[src/rtl/pi_param_pkg.sv]
// Shared definitions for the multi-channel PI parameter decoder: command
// field positions, parameter codes, written-slot indices and FSM encoding.
package pi_param_pkg;

  localparam int CODE_HI = 31;
  localparam int CODE_LO = 24;
  localparam int CH_HI   = 23;
  localparam int CH_LO   = 20;
  localparam int PAY_HI  = 15;
  localparam int PAY_LO  = 0;

  localparam logic [7:0] CODE_KP_MSB   = 8'h01;
  localparam logic [7:0] CODE_KP_LSB   = 8'h02;
  localparam logic [7:0] CODE_TI_MSB   = 8'h03;
  localparam logic [7:0] CODE_TI_LSB   = 8'h04;
  localparam logic [7:0] CODE_SETPOINT = 8'h05;
  localparam logic [7:0] CODE_LIMIT_HI = 8'h07;
  localparam logic [7:0] CODE_LIMIT_LO = 8'h08;

  localparam int SLOT_KP_MSB = 0;
  localparam int SLOT_KP_LSB = 1;
  localparam int SLOT_TI_MSB = 2;
  localparam int SLOT_TI_LSB = 3;
  localparam int SLOT_SP     = 4;
  localparam int SLOT_HI     = 5;
  localparam int SLOT_LO     = 6;
  localparam int N_SLOTS     = 7;

  localparam logic [1:0] ST_IDLE = 2'd0;
  localparam logic [1:0] ST_EVAL = 2'd1;
  localparam logic [1:0] ST_WIPE = 2'd2;

  function automatic logic is_known_code(input logic [7:0] code);
    logic known;
    case (code)
      CODE_KP_MSB, CODE_KP_LSB, CODE_TI_MSB, CODE_TI_LSB,
      CODE_SETPOINT, CODE_LIMIT_HI, CODE_LIMIT_LO: known = 1'b1;
      default:                                     known = 1'b0;
    endcase
    return known;
  endfunction

endpackage

[src/rtl/pi_channel_param_regs.sv]
// Parameter registers of one PI channel: coefficient shadows with MSB/LSB
// pairing, setpoint, signed limits with ordering check, and written flags.
module pi_channel_param_regs
  import pi_param_pkg::*;
#(
  parameter int SIGNAL_W = 16,
  parameter int COEFF_W  = 20
) (
  input  logic                clk,
  input  logic                reset_n,
  input  logic                wr_en,
  input  logic [7:0]          code,
  input  logic [15:0]         payload,
  input  logic                dac_stopped,
  input  logic                wipe,
  output logic [COEFF_W-1:0]  kp,
  output logic [COEFF_W-1:0]  ti,
  output logic [SIGNAL_W-1:0] setpoint,
  output logic [SIGNAL_W-1:0] limit_hi,
  output logic [SIGNAL_W-1:0] limit_lo,
  output logic                kp_upd,
  output logic                ti_upd,
  output logic                sp_upd,
  output logic                ready,
  output logic                reject
);

  localparam int UP_W = COEFF_W - 16;

  logic [UP_W-1:0]            pay_up;
  logic signed [SIGNAL_W-1:0] pay_sig;
  logic                       wr_ok;

  logic [COEFF_W-1:0]         kp_q, kp_d, ti_q, ti_d;
  logic [COEFF_W-1:0]         kp_sh_q, kp_sh_d, ti_sh_q, ti_sh_d;
  logic                       kp_pm_q, kp_pm_d, kp_pl_q, kp_pl_d;
  logic                       ti_pm_q, ti_pm_d, ti_pl_q, ti_pl_d;
  logic signed [SIGNAL_W-1:0] sp_q, sp_d, hi_q, hi_d, lo_q, lo_d;
  logic [N_SLOTS-1:0]         written_q, written_d;
  logic                       kp_upd_q, kp_upd_d, ti_upd_q, ti_upd_d, sp_upd_q, sp_upd_d;

  assign pay_up  = payload[UP_W-1:0];
  assign pay_sig = $signed(payload[SIGNAL_W-1:0]);

  // A limit is refused while the DAC runs, or if it would invert an already written pair.
  always_comb begin
    reject = 1'b0;
    if (code == CODE_LIMIT_HI)
      reject = !dac_stopped || (written_q[SLOT_LO] && (pay_sig < lo_q));
    else if (code == CODE_LIMIT_LO)
      reject = !dac_stopped || (written_q[SLOT_HI] && (hi_q < pay_sig));
  end

  assign wr_ok = wr_en && !reject;

  always_comb begin
    kp_d      = kp_q;
    ti_d      = ti_q;
    kp_sh_d   = kp_sh_q;
    ti_sh_d   = ti_sh_q;
    kp_pm_d   = kp_pm_q;
    kp_pl_d   = kp_pl_q;
    ti_pm_d   = ti_pm_q;
    ti_pl_d   = ti_pl_q;
    sp_d      = sp_q;
    hi_d      = hi_q;
    lo_d      = lo_q;
    written_d = written_q;
    kp_upd_d  = 1'b0;
    ti_upd_d  = 1'b0;
    sp_upd_d  = 1'b0;
    if (wipe) begin
      kp_d      = '0;
      ti_d      = '0;
      kp_sh_d   = '0;
      ti_sh_d   = '0;
      kp_pm_d   = 1'b0;
      kp_pl_d   = 1'b0;
      ti_pm_d   = 1'b0;
      ti_pl_d   = 1'b0;
      sp_d      = '0;
      hi_d      = '0;
      lo_d      = '0;
      written_d = '0;
      kp_upd_d  = 1'b1;
      ti_upd_d  = 1'b1;
      sp_upd_d  = 1'b1;
    end else begin
      if (wr_ok) begin
        case (code)
          CODE_KP_MSB: begin kp_sh_d[COEFF_W-1:16] = pay_up;  kp_pm_d = 1'b1; end
          CODE_KP_LSB: begin kp_sh_d[15:0]         = payload; kp_pl_d = 1'b1; end
          CODE_TI_MSB: begin ti_sh_d[COEFF_W-1:16] = pay_up;  ti_pm_d = 1'b1; end
          CODE_TI_LSB: begin ti_sh_d[15:0]         = payload; ti_pl_d = 1'b1; end
          CODE_SETPOINT: begin
            sp_d              = pay_sig;
            sp_upd_d          = 1'b1;
            written_d[SLOT_SP] = 1'b1;
          end
          CODE_LIMIT_HI: begin hi_d = pay_sig; written_d[SLOT_HI] = 1'b1; end
          CODE_LIMIT_LO: begin lo_d = pay_sig; written_d[SLOT_LO] = 1'b1; end
          default: ;
        endcase
      end
      // Commit a coefficient only once both halves are in the shadow.
      if (kp_pm_d && kp_pl_d) begin
        kp_d                    = kp_sh_d;
        kp_pm_d                 = 1'b0;
        kp_pl_d                 = 1'b0;
        kp_upd_d                = 1'b1;
        written_d[SLOT_KP_MSB]  = 1'b1;
        written_d[SLOT_KP_LSB]  = 1'b1;
      end
      if (ti_pm_d && ti_pl_d) begin
        ti_d                    = ti_sh_d;
        ti_pm_d                 = 1'b0;
        ti_pl_d                 = 1'b0;
        ti_upd_d                = 1'b1;
        written_d[SLOT_TI_MSB]  = 1'b1;
        written_d[SLOT_TI_LSB]  = 1'b1;
      end
    end
  end

  always_ff @(posedge clk) begin
    if (!reset_n) begin
      kp_q      <= '0;
      ti_q      <= '0;
      kp_sh_q   <= '0;
      ti_sh_q   <= '0;
      kp_pm_q   <= 1'b0;
      kp_pl_q   <= 1'b0;
      ti_pm_q   <= 1'b0;
      ti_pl_q   <= 1'b0;
      sp_q      <= '0;
      hi_q      <= '0;
      lo_q      <= '0;
      written_q <= '0;
      kp_upd_q  <= 1'b0;
      ti_upd_q  <= 1'b0;
      sp_upd_q  <= 1'b0;
    end else begin
      kp_q      <= kp_d;
      ti_q      <= ti_d;
      kp_sh_q   <= kp_sh_d;
      ti_sh_q   <= ti_sh_d;
      kp_pm_q   <= kp_pm_d;
      kp_pl_q   <= kp_pl_d;
      ti_pm_q   <= ti_pm_d;
      ti_pl_q   <= ti_pl_d;
      sp_q      <= sp_d;
      hi_q      <= hi_d;
      lo_q      <= lo_d;
      written_q <= written_d;
      kp_upd_q  <= kp_upd_d;
      ti_upd_q  <= ti_upd_d;
      sp_upd_q  <= sp_upd_d;
    end
  end

  assign kp       = kp_q;
  assign ti       = ti_q;
  assign setpoint = sp_q;
  assign limit_hi = hi_q;
  assign limit_lo = lo_q;
  assign kp_upd   = kp_upd_q;
  assign ti_upd   = ti_upd_q;
  assign sp_upd   = sp_upd_q;
  assign ready    = &written_q;

endmodule

[src/rtl/pi_param_bank_decoder.sv]
// Decodes host command words into per-channel PI parameters; owns the
// IDLE/EVAL/WIPE sequencer, the wipe channel counter and ack/nak/err pulses.
module pi_param_bank_decoder
  import pi_param_pkg::*;
#(
  parameter int N_CH     = 4,
  parameter int SIGNAL_W = 16,
  parameter int COEFF_W  = 20
) (
  input  logic                     clk,
  input  logic                     reset_n,
  input  logic                     DAC_stopped,
  input  logic [31:0]              received_data,
  input  logic                     received_control_param_valid,
  input  logic                     wipe_settings,
  output logic                     busy,
  output logic                     ack,
  output logic                     nak,
  output logic                     err,
  output logic [N_CH*COEFF_W-1:0]  pi_kp_coefficient,
  output logic [N_CH*COEFF_W-1:0]  pi_ti_coefficient,
  output logic [N_CH*SIGNAL_W-1:0] pi_setpoint,
  output logic [N_CH*SIGNAL_W-1:0] pi_limit_HI,
  output logic [N_CH*SIGNAL_W-1:0] pi_limit_LO,
  output logic [N_CH-1:0]          pi_kp_update_cmd,
  output logic [N_CH-1:0]          pi_ti_update_cmd,
  output logic [N_CH-1:0]          pi_setpoint_update_cmd,
  output logic [N_CH-1:0]          channel_ready,
  output logic                     control_param_written
);

  logic [1:0]      state_q, state_d;
  logic [7:0]      code_q, code_d;
  logic [3:0]      ch_q, ch_d;
  logic [15:0]     pay_q, pay_d;
  logic [3:0]      wipe_ch_q, wipe_ch_d;
  logic            busy_q, busy_d;
  logic            ack_q, ack_d, nak_q, nak_d, err_q, err_d;
  logic [N_CH-1:0] ch_wr, ch_wipe, ch_reject;
  logic            code_valid, ch_valid, sel_reject;
  logic            unused_rsvd;

  assign unused_rsvd = ^received_data[19:16];

  always_comb begin
    code_valid = is_known_code(code_q);
    ch_valid   = ({1'b0, ch_q} < 5'(N_CH));
    sel_reject = 1'b0;
    ch_wr      = '0;
    ch_wipe    = '0;
    for (int c = 0; c < N_CH; c++) begin
      if (ch_q == 4'(c)) sel_reject = ch_reject[c];
      ch_wr[c]   = (state_q == ST_EVAL) && code_valid && (ch_q == 4'(c));
      ch_wipe[c] = (state_q == ST_WIPE) && (wipe_ch_q == 4'(c));
    end
  end

  // A wipe request pre-empts a same-cycle strobe, which is dropped silently.
  always_comb begin
    state_d   = state_q;
    code_d    = code_q;
    ch_d      = ch_q;
    pay_d     = pay_q;
    wipe_ch_d = wipe_ch_q;
    ack_d     = 1'b0;
    nak_d     = 1'b0;
    err_d     = 1'b0;
    case (state_q)
      ST_IDLE: begin
        if (wipe_settings) begin
          state_d   = ST_WIPE;
          wipe_ch_d = '0;
        end else if (received_control_param_valid) begin
          state_d = ST_EVAL;
          code_d  = received_data[CODE_HI:CODE_LO];
          ch_d    = received_data[CH_HI:CH_LO];
          pay_d   = received_data[PAY_HI:PAY_LO];
        end
      end
      ST_EVAL: begin
        state_d = ST_IDLE;
        if (!code_valid || !ch_valid) nak_d = 1'b1;
        else if (sel_reject)          err_d = 1'b1;
        else                          ack_d = 1'b1;
      end
      ST_WIPE: begin
        wipe_ch_d = wipe_ch_q + 4'd1;
        if (wipe_ch_q == 4'(N_CH - 1)) state_d = ST_IDLE;
      end
      default: state_d = ST_IDLE;
    endcase
    busy_d = (state_d != ST_IDLE);
  end

  always_ff @(posedge clk) begin
    if (!reset_n) begin
      state_q   <= ST_IDLE;
      code_q    <= '0;
      ch_q      <= '0;
      pay_q     <= '0;
      wipe_ch_q <= '0;
      busy_q    <= 1'b0;
      ack_q     <= 1'b0;
      nak_q     <= 1'b0;
      err_q     <= 1'b0;
    end else begin
      state_q   <= state_d;
      code_q    <= code_d;
      ch_q      <= ch_d;
      pay_q     <= pay_d;
      wipe_ch_q <= wipe_ch_d;
      busy_q    <= busy_d;
      ack_q     <= ack_d;
      nak_q     <= nak_d;
      err_q     <= err_d;
    end
  end

  for (genvar c = 0; c < N_CH; c++) begin : g_ch
    pi_channel_param_regs #(
      .SIGNAL_W (SIGNAL_W),
      .COEFF_W  (COEFF_W)
    ) u_regs (
      .clk         (clk),
      .reset_n     (reset_n),
      .wr_en       (ch_wr[c]),
      .code        (code_q),
      .payload     (pay_q),
      .dac_stopped (DAC_stopped),
      .wipe        (ch_wipe[c]),
      .kp          (pi_kp_coefficient[c*COEFF_W +: COEFF_W]),
      .ti          (pi_ti_coefficient[c*COEFF_W +: COEFF_W]),
      .setpoint    (pi_setpoint[c*SIGNAL_W +: SIGNAL_W]),
      .limit_hi    (pi_limit_HI[c*SIGNAL_W +: SIGNAL_W]),
      .limit_lo    (pi_limit_LO[c*SIGNAL_W +: SIGNAL_W]),
      .kp_upd      (pi_kp_update_cmd[c]),
      .ti_upd      (pi_ti_update_cmd[c]),
      .sp_upd      (pi_setpoint_update_cmd[c]),
      .ready       (channel_ready[c]),
      .reject      (ch_reject[c])
    );
  end

  assign busy                  = busy_q;
  assign ack                   = ack_q;
  assign nak                   = nak_q;
  assign err                   = err_q;
  assign control_param_written = &channel_ready;

endmodule

[config.mk]
export PLATFORM = sky130hd
export DESIGN_NAME = pi_param_bank_decoder
export DESIGN_NICKNAME = d
export VERILOG_FILES = /design/src/rtl/pi_param_pkg.sv /design/src/rtl/pi_channel_param_regs.sv /design/src/rtl/pi_param_bank_decoder.sv
export SDC_FILE = /design/constraint.sdc
export NUM_CORES = 1
export LEC_CHECK = 0
export CORE_MARGIN = 2
export CORE_UTILIZATION = 30
export DETAILED_ROUTE_END_ITERATION = 7
export GPL_ROUTABILITY_DRIVEN = 0
export PLACE_DENSITY_LB_ADDON = 0.05
export SLEW_MARGIN = 20
export SYNTH_ARGS = -nofsm -noshare
export SYNTH_HDL_FRONTEND = slang
export SYNTH_SLANG_ARGS = --single-unit
[constraint.sdc]
create_clock -name clk -period 5.3 [get_ports clk]
set_input_delay 1.59 -clock clk [delete_from_list [all_inputs] [get_ports clk]]
set_output_delay 1.59 -clock clk [all_outputs]
set_load 0.02 [all_outputs]
==> impl_summary.md <==
Logic synthesis
For this run, the number of Yosys warnings is 0. The number of nets handed over by synthesis was roughly 2.7k. The cell type with the highest aggregate area in the netlist is sky130_fd_sc_hd__dfxtp_1. The post-synth design cell area is ~0.024 sq mm. By instance count, the leading cell after synthesis is sky130_fd_sc_hd__dfxtp_1.

After technology mapping, the gate count stands at 2,577. Yosys mapped the design onto ~80 distinct sky130hd cell types. Synthesis inferred around 600 register bits. Each instance of the synthesized netlist takes up on average 9.314 sq um. Sorting the synthesized cells by how often they occur yields sky130_fd_sc_hd__dfxtp_1 (598), sky130_fd_sc_hd__nand2_1 (354), sky130_fd_sc_hd__nor2_1 (319). Of the post-synthesis cell area, the dominant cell type holds 0.4987. For this run, the leading register cell type out of synthesis is sky130_fd_sc_hd__dfxtp_1. Ranked by total cell area, the synthesized netlist is headed by sky130_fd_sc_hd__dfxtp_1 (50%), sky130_fd_sc_hd__mux2i_1 (7.5%), sky130_fd_sc_hd__ha_1 (6.5%). The sequential share of the synthesized area is 0.4987. After synthesis, the share of flip-flops with an asynchronous set or reset is 0. The number of synthesized flops with an enable pin is 0.

Timing
The highest achievable clock rate is 237.4 MHz. The total of endpoints with negative setup slack in the final report is 0. The worst clock skew is around 19 ps. Summed over all failing endpoints, the final setup total negative slack is 0 ps.

The final-report hold violation count is 0. At the pin with the least slew margin, the transition time is around 1100 ps. The max-slew violation count was 0. Dividing the final minimum period by the clock period gives 0.7949.

The worst pin sits at a relative slew slack of 0.2568. Subtracting the final worst setup slack from the clock period gives 4213 ps. Setup repair after global routing left no endpoint under its margin.

Global routing
The first global-routing pass estimated between 100,000 and 150,000 microns of wire. The pin count of the biggest net entering global routing is 89. The number of antenna violations at the first check in global routing was 15. The combined global-route utilization of all metal layers is 0.2106.

The number of global-route vias before repair is ~19k. Global routing finished with a remaining overflow of 0.

Power and ir drop
The share of total power dissipated in combinational logic is 0.048. Summed over all nets, the switching power comes to ~0.0023 W. IR analysis of the VDD net gives a maximum drop of approximately 0.00016 V. Internal power comes to about 0.0075 W. Of the total power, the clock network draws 0.488. For this design the static power due to leakage is around 12 nW.

The power after layout is ~0.0098 W. The switching share of total power is 0.2391. The power density over the cells is about 310 mW/mm^2. The sequential power share is 0.464.

Routing
The detail route stage leaves a number of antenna-violating nets equal to 0. The pre-antenna-repair detailed-routing pass consisted of 7 iterations. The DRC marker count from the first detailed-route iteration is between 1k and 1.5k.

Dividing the detail-routed via count by the number of cells gives between 4 and 5. The wire length after detailed routing is between 80,000 and 90,000 microns. The routed layout has 19.69k vias.

After detailed routing, the average wire length per cell comes to approximately 22 microns. For this run, design rule violations remaining after detail routing come to 0.

Final layout
After filler insertion, the fill cell instance count of the layout stands at about 8.0k. The fraction of layout instances using a drive strength above 1 is 0.08145. The total number of nets in the final design is 3,081. Compared with the post-synthesis result, the final layout area differs by 30.00%. The total area of multi-input combinational cells is about 0.011 sq mm. Across the whole layout, storage elements account for between 0.01 and 0.015 sq mm.

Worst hold path
The class of the worst hold path is flip-flop to flip-flop. In this run the most critical hold path is launched from g_ch[0].u_regs.kp_pm_q. Counting instances, the worst hold path has a depth of 1. The end point of the most critical hold path is g_ch[0].u_regs.kp_pl_q.

Floorplanning
From left edge to right edge, the die measures 286.9 microns. The total area inside the core boundary comes to 0.07913 sq mm. Pin placement for this block handled approximately 400 I/O pins. The starting utilization of the core area is 0.3033.

The floorplan die area is about 0.082 sq mm. After floorplanning, the core was divided into slightly above 100 placement rows. The vertical die dimension is roughly 290 microns.

Run status
The flow ran to the end, and the final reports show no timing, DRC or antenna violations.

Worst setup path
The worst register-to-register path begins at pay_q[3]. Data on the critical path is required at its endpoint by approximately 3700 ps. The critical path arrival is 2620 ps. The worst setup path is launched from a flip-flop.

Of all nets on the critical path, the largest fanout is 4. The worst setup path is captured at an output pin. The worst register-to-register path ends at g_ch[3].u_regs.limit_hi[0]. Counting cells, the worst reg-to-reg path comes to 10.

The register-to-register path setup slack is about 1500 ps. The worst setup path category is flip-flop to output pin.

Clock tree
The TritonCTS buffer count is 70. The number of gates resized after CTS was 0. Post-CTS timing repair inserted 0 buffers for setup. The number of buffers between clock root and the deepest sink is 3. The TritonCTS clock tree is built. The hold-fix buffer count after cts is 0.

The H-tree depth reported by CTS is 3. The clock transition at the registers of the reported paths is around 60 ps. The clock root buffer master is sky130_fd_sc_hd__clkbuf_16. The CTS sink count is roughly 600. Clock latency on the worst-skew pair, taken at its later pin, is a little over 600 ps.

Place
The half-perimeter wire length after placement is ~63,000 microns. The number of input and output port buffers inserted is between 400 and 500.

Flow run
The max-capacitance violation count is 0.
==> per-stage QoR <==
| step | area [sq um] | setup slack (ps) | cells | util | hold WS (ps) |
|---|---|---|---|---|---|
| floorplan | 24000 | 1873 | 2577 | - | 401.5 |
| global placement | 28900 | 673.4 | 3896 | 0.3652 | 409.3 |
| detailed placement | 28920 | 625.3 | 3898 | 0.3655 | 414.2 |
| CTS | 31180 | 1027 | 4021 | 0.3941 | 427.2 |
| global route | 31200 | 1000 | 4022 | 0.3943 | 444.3 |
| finish | 31200 | 1087 | 4025 | 0.3944 | 427.1 |
==> flip-flops by register name, indices dropped and copies added, names as in the netlist, 16 cells and up <==
name,cells
g_ch.u_regs.kp,80
g_ch.u_regs.ti,80
g_ch.u_regs.limit_hi,64
g_ch.u_regs.ti_sh_q,80
g_ch.u_regs.written_q,20
g_ch.u_regs.kp_sh_q,80
g_ch.u_regs.limit_lo,64
g_ch.u_regs.setpoint,64
pay_q,16
==> metal layers <==
layer | wire [microns] | vias up | GRT usage
met5 | 119 | - | 0
met4 | 2255 | 20 | 0.06367
met3 | 4781 | 130 | 0.04310
met2 | 42530 | 476 | 0.3565
met1 | 39580 | 9507 | 0.2693
li1 | - | 9556 | -
==> placed cells by master (no fill, tap or decap), drive strengths merged, types with 8 or more instances in the layout <==
master	synthesis	routed
a21o	10	10
clkdlybuf4s50	0	404
nor4	8	8
dfxtp	598	598
nand2	356	356
clkinv	0	10
nand2b	11	11
o21a	15	15
nor2	339	339
a21boi	35	35
nor2b	12	12
a211oi	41	41
o22a	134	134
nand4	16	16
inv	89	93
nor3	23	23
nand3	69	69
buf	112	62
a21oi	160	160
o21ai	80	80
ha	124	124
clkbuf	83	105
mux2i	179	179
==> cells by family after synthesis <==
group	count (synthesis)	synth area share
AO/OA/AOI/OAI	514	0.1463
flip-flops	598	0.4987
multiplexers	181	0.07558
adder cells (fa/ha/maj)	124	0.06464
AND/OR/NAND/NOR	876	0.1594
buffers and inverters	284	0.05541
==> power groups by stage <==
stage,sequential [W],combinational [W],clock [W]
after floorplan,0.00462,0.000298,0
after global placement,0.00466,0.000474,0
after detailed placement,0.00466,0.000480,0
after CTS,0.00456,0.000482,0.00494
after global routing,0.00456,0.000517,0.00512
final,0.00456,0.000473,0.00479
==> critical path, stage by stage (launching register included) <==
cell,delay (ps)
sky130_fd_sc_hd__dfxtp_1,390
sky130_fd_sc_hd__nand2_1,60
sky130_fd_sc_hd__nor2_1,650
sky130_fd_sc_hd__and4_1,310
sky130_fd_sc_hd__clkdlybuf4s50_1,600
==> layout make-up <==
cell class	instances	area share
well taps	1050	0.04210
multi-input cells	1695	0.3453
repair buffers	466	0.1447
diodes	4	0.0003208
inverters	89	0.01071
flip-flops and latches	598	0.3843
clock inverters	18	0.007418
clock buffers	105	0.06520
==> worst max-delay path by stage <==
stage                                   to  cells past startpoint  slack [ps]                         from
5_1_grt              control_param_written                      4        1000  g_ch[3].u_regs.written_q[6]
4_1_cts              control_param_written                      4        1030  g_ch[3].u_regs.written_q[6]
2_1_floorplan  g_ch[1].u_regs.limit_hi[10]                      9        1870                  DAC_stopped
3_5_place_dp          g_ch[1].u_regs.ti[2]                      8         630                  DAC_stopped
6_report             control_param_written                      4        1090  g_ch[3].u_regs.written_q[6]
3_3_place_gp         g_ch[1].u_regs.ti[11]                      8         670                  DAC_stopped
No activity file was read; power rests on OpenSTA's default activity.
